==> src/rtl/circular_pointer_fifo_param.sv <==
// ---------------------------------------------------------------------------
// circular_pointer_fifo_param
//
// Parametrised show-ahead FIFO built on explicit-wrap circular pointers, so
// any DEPTH >= 2 works, including non-power-of-two depths. It reports
// occupancy, almost-full and almost-empty levels, and rejected requests.
// It runs in a single clock domain between a producer and a consumer.
//
// Parameters
//   WIDTH      data word width
//   DEPTH      number of entries (>= 2)
//   AF_THRESH  almost_full  when count >= AF_THRESH (1..DEPTH)
//   AE_THRESH  almost_empty when count <= AE_THRESH (0..DEPTH-1)
//
// Ports
//   clk           clock, rising edge
//   rst           synchronous active-high reset
//   push          write request; data_in is written when the push is accepted
//   pop           read request
//   data_in       write data
//   data_out      head word, show-ahead; valid while empty = 0
//   full, empty   count == DEPTH / count == 0
//   almost_full   count >= AF_THRESH
//   almost_empty  count <= AE_THRESH
//   count         current occupancy
//   overflow      a push was rejected
//   underflow     a pop was rejected
//
// Build option
//   CPF_ERR_STICKY_EN  If defined, overflow and underflow are sticky until
//                      rst. Otherwise each one is a one-cycle registered
//                      pulse per rejected request.
// ---------------------------------------------------------------------------
module circular_pointer_fifo_param #(
   parameter int WIDTH     = 8,
   parameter int DEPTH     = 8,
   parameter int AF_THRESH = DEPTH - 1,
   parameter int AE_THRESH = 1
) (
   input  logic                       clk,
   input  logic                       rst,
   input  logic                       push,
   input  logic                       pop,
   input  logic [WIDTH-1:0]           data_in,
   output logic [WIDTH-1:0]           data_out,
   output logic                       full,
   output logic                       empty,
   output logic                       almost_full,
   output logic                       almost_empty,
   output logic [$clog2(DEPTH+1)-1:0] count,
   output logic                       overflow,
   output logic                       underflow
);

   localparam int PW = (DEPTH > 2) ? $clog2(DEPTH) : 1;
   localparam int CW = $clog2(DEPTH + 1);

   localparam logic [PW-1:0] PTR_LAST = PW'(DEPTH - 1);
   localparam logic [CW-1:0] CNT_FULL = CW'(DEPTH);
   localparam logic [CW-1:0] AF_LVL   = CW'(AF_THRESH);
   localparam logic [CW-1:0] AE_LVL   = CW'(AE_THRESH);

   logic [WIDTH-1:0] entries [DEPTH];
   logic [PW-1:0]    wr_ptr;
   logic [PW-1:0]    rd_ptr;
   logic [PW-1:0]    wr_ptr_nxt;
   logic [PW-1:0]    rd_ptr_nxt;
   logic             push_ok;
   logic             pop_ok;
   logic             ovf_evt;
   logic             udf_evt;

   // A full FIFO takes a push only when a pop frees a slot in the same cycle.
   assign pop_ok  = pop & (count != '0);
   assign push_ok = push & ((count != CNT_FULL) | pop_ok);
   assign ovf_evt = push & ~push_ok;
   assign udf_evt = pop & ~pop_ok;

   // Wrap explicitly at DEPTH-1 instead of at 2^PW.
   assign wr_ptr_nxt = (wr_ptr == PTR_LAST) ? '0 : wr_ptr + PW'(1);
   assign rd_ptr_nxt = (rd_ptr == PTR_LAST) ? '0 : rd_ptr + PW'(1);

   // Storage is not reset, so it stays out of the reset block.
   always_ff @(posedge clk) begin
      if (push_ok && !rst) begin
         entries[wr_ptr] <= data_in;
      end
   end

   always_ff @(posedge clk) begin
      if (rst) begin
         wr_ptr <= '0;
         rd_ptr <= '0;
         count  <= '0;
      end else begin
         if (push_ok) begin
            wr_ptr <= wr_ptr_nxt;
         end
         if (pop_ok) begin
            rd_ptr <= rd_ptr_nxt;
         end
         case ({push_ok, pop_ok})
            2'b10:   count <= count + CW'(1);
            2'b01:   count <= count - CW'(1);
            default: count <= count;
         endcase
      end
   end

   always_ff @(posedge clk) begin
      if (rst) begin
         overflow  <= 1'b0;
         underflow <= 1'b0;
      end else begin
`ifdef CPF_ERR_STICKY_EN
         overflow  <= overflow  | ovf_evt;
         underflow <= underflow | udf_evt;
`else
         overflow  <= ovf_evt;
         underflow <= udf_evt;
`endif
      end
   end

   // The head is read from the registered pointer, and the flags are decoded
   // from the registered count. No output depends on push or pop.
   assign data_out     = entries[rd_ptr];
   assign full         = (count == CNT_FULL);
   assign empty        = (count == '0);
   assign almost_full  = (count >= AF_LVL);
   assign almost_empty = (count <= AE_LVL);

endmodule

==> config.mk <==
export PLATFORM = sky130hd
export DESIGN_NAME = circular_pointer_fifo_param
export DESIGN_NICKNAME = d
export VERILOG_FILES = /design/src/rtl/circular_pointer_fifo_param.sv
export SDC_FILE = /design/constraint.sdc
export NUM_CORES = 1
export LEC_CHECK = 0
export CAP_MARGIN = 40
export CORE_ASPECT_RATIO = 1.4
export CORE_UTILIZATION = 25
export DETAILED_ROUTE_END_ITERATION = 12
export PLACE_DENSITY_LB_ADDON = 0.08
export SYNTH_ARGS = -nofsm -noshare
export SYNTH_HDL_FRONTEND = slang
export SYNTH_SLANG_ARGS = --single-unit
==> constraint.sdc <==
create_clock -name clk -period 5.3 [get_ports clk]
set_clock_uncertainty 0.1 [all_clocks]
set_input_delay 1.06 -clock clk [delete_from_list [all_inputs] [get_ports clk]]
set_output_delay 1.06 -clock clk [all_outputs]
set_load 0.02 [all_outputs]
==> run metrics <==
outcome=finished clean; Final ANT Viol Nets=0; DR vias=roughly 1,800; grt total ovfl=0; CTS Buf Count=9; layout cells sized above 1=0.2065; Synth area leaders=edfxtp_1 (58%), mux4_2 (11%), dfxtp_1 (9.1%), mux2_2 (3.1%), ha_1 (3.0%); Netlist cell types=35; Port Buffers=29; ys async rst share=0; CP peak stage delay=~0.79 ns; layout overhead on the synthesized area=23.20%; final cycle utilization of the critical path=0.7417; Core Area=roughly 13,000 sq um; Yosys warning total=0; Wirelength per Cell=17.37 microns; Slew @ Worst Pin=0.8464 ns; hold crit path type=reg2reg; CTS tree=yes; setup TNS=0 ns; WL final=between 6000 and 7000 microns; initial antenna violation count=0; ys flop type=edfxtp_1; worst path bufs/invs=2; largest net degree at the start of global routing=18; # hold bufs at CTS=0; Final Hold Viols=0; RSZ-0062 raised after global routing=no; first-pass GRT wire length=10,690 microns; number of global-route vias before repair=approximately 1,900; max-cap violations=0; Worst-path clk slew=~0.060 ns; row cnt=49; Skew-Pair Late Insertion Delay=0.33 ns; Final Wtd Congestion=around 0.7; DR pass1 iterations=4; Seq/Total Area, Yosys=0.6722; WS Path Type=reg2out; Vias per Instance=4.448; Slew Limit Fails=0; P_leak=between 1 and 1.5 nW; Worst EP arrival=between 2 and 3 ns; Min Clock Period, post-route=3.931 ns; cell family with most CP delay=buffers and inverters; R2R Path Start=count[0]; Synth Register Bits=just under 80; die area=13,690 sq um; total power=approximately 1.8 mW; clk root buf=clkbuf_16; post-synth top area share=0.5814; layout net count=approximately 260; I/O pin total=30; Crit-path slowest cell=dfxtp_1; Cell Pwr Density=~450 nW/um^2; CP Data Required Time=4.14 ns; leading area contributor after synthesis=edfxtp_1; Detailed Route Iter0 Violations=between 50 and 60; worst path cell trace=buf_4 > mux4_2 > mux2_2 > clkdlybuf4s50_1; Total GRT Usage=0.1105; PostCTS Resize Cnt=0; n_diodes=0; # DRC=0; postcts setup bufs=0; maximum vdd drop=241.4 uV; die height=138.1 microns; endpoints failing setup=0; Worst Setup End Kind=output pin; synthesized area=approximately 3300 sq um; clock buffer depth=2; hold slack=0.3870 ns; clock sink count=79; syn nets=between 200 and 250; critical-path maximum fanout=11; HP Start=rd_ptr[1]; H-tree levels=3; die width=between 90 and 100 microns; DP Wirelength=4809 microns; Initial Utilization=0.2568; Post-synth EDFFs=64; f_max=between 0.2 and 0.3 GHz; startpoint types=flop; Filler Cell Count=1,261; slew margin rel.=0.4337; cell count after synthesis=205; Syn Area/Cell=16.13 sq um
-- state kept, by name (all words and copies together) (netlist names), named ones only --
name	flops
overflow	1
wr_ptr	3
count	4
rd_ptr	3
entries	64
underflow	1
-- report_power, final --
part / internal, mW / switching, mW
combinational: 0.257 / 0.251
clock: 0.328 / 0.225
sequential: 0.706 / 0.0587
-- cell usage after synthesis, types with 2 or more instances --
cell type,number
edfxtp_1,64
mux4_2,16
dfxtp_1,15
nand2_1,12
nor2_1,11
mux2_2,9
ha_1,8
a21oi_1,7
nor3_1,6
clkbuf_1,5
inv_1,5
nand3_1,5
nand2b_1,4
nor2b_1,4
or3_1,4
buf_2,3
nand4b_1,3
a31oi_1,2
buf_1,2
buf_6,2
mux2i_1,2
nand4_1,2
o21ai_0,2
-- layout make-up --
| class | instances | area (sq um) | share of cell area |
|---|---|---|---|
| Sequential cell | 79 | 2222 | 0.5456 |
| Timing Repair Buffer | 38 | 369.1 | 0.09063 |
| Multi-Input combinational cell | 108 | 992.2 | 0.2436 |
| Tap cell | 153 | 191.4 | 0.04700 |
| Clock buffer | 12 | 246.5 | 0.06052 |
| Inverter | 6 | 27.53 | 0.006759 |
| Clock inverter | 4 | 23.77 | 0.005837 |
-- cells in the final DEF (no fill, tap or decap), drive strengths merged, types with 6 or more instances in the layout --
cell type      instances
clkbuf                12
nor2                  11
mux4                  16
ha                     8
clkdlybuf4s50         29
dfxtp                 15
edfxtp                64
buf                    9
mux2                   9
nand2                 12
nor3                   6
a21oi                  7
-- metrics by stage --
stage | instance area, sq um | utilization | setup WS [ns] | instances
5_1_grt | 4073 | 0.3163 | 1.185 | 400
3_3_place_gp | 3746 | 0.2910 | 1.576 | 378
3_5_place_dp | 3802 | 0.2953 | 1.624 | 384
6_report | 4073 | 0.3163 | 1.369 | 400
2_1_floorplan | 3306 | - | 2.394 | 205
4_1_cts | 4073 | 0.3163 | 1.253 | 400
-- worst min-delay path: stages (launching register included) --
cell and delay, ns:
dfxtp_1 0.31, nand2_1 0.05, a21oi_1 0.07
-- worst paths after layout --
path                            slack, ns            end  cells past startpoint
worst max-delay path                 1.37    data_out[3]                      4
worst min-delay path                 0.39      rd_ptr[1]                      2
worst max register to register       2.77  entries[4][7]                      6
worst min register to register       0.39      rd_ptr[1]                      2
-- per-layer routing --
| metal | routed length, microns | track usage | vias to the layer above |
|---|---|---|---|
| met5 | 0 | 0 | - |
| met1 | 2977 | 0.1260 | 870 |
| met2 | 3589 | 0.1903 | 39 |
| met4 | 136 | 0.04876 | 0 |
| met3 | 243 | 0.03236 | 9 |
| li1 | - | - | 861 |
-- cell families after synthesis --
logic type	count (synthesis)	share of synthesized area
muxes	27	0.1457
xor gates and xnor gates	1	0.002650
and+or+nand+nor	57	0.09311
buffers and inverters	18	0.02763
DFF	79	0.6722
adders and majority gates	8	0.03028
AOI/OAI and AO/OA	15	0.02839
Power figures use the tool's default switching activity.
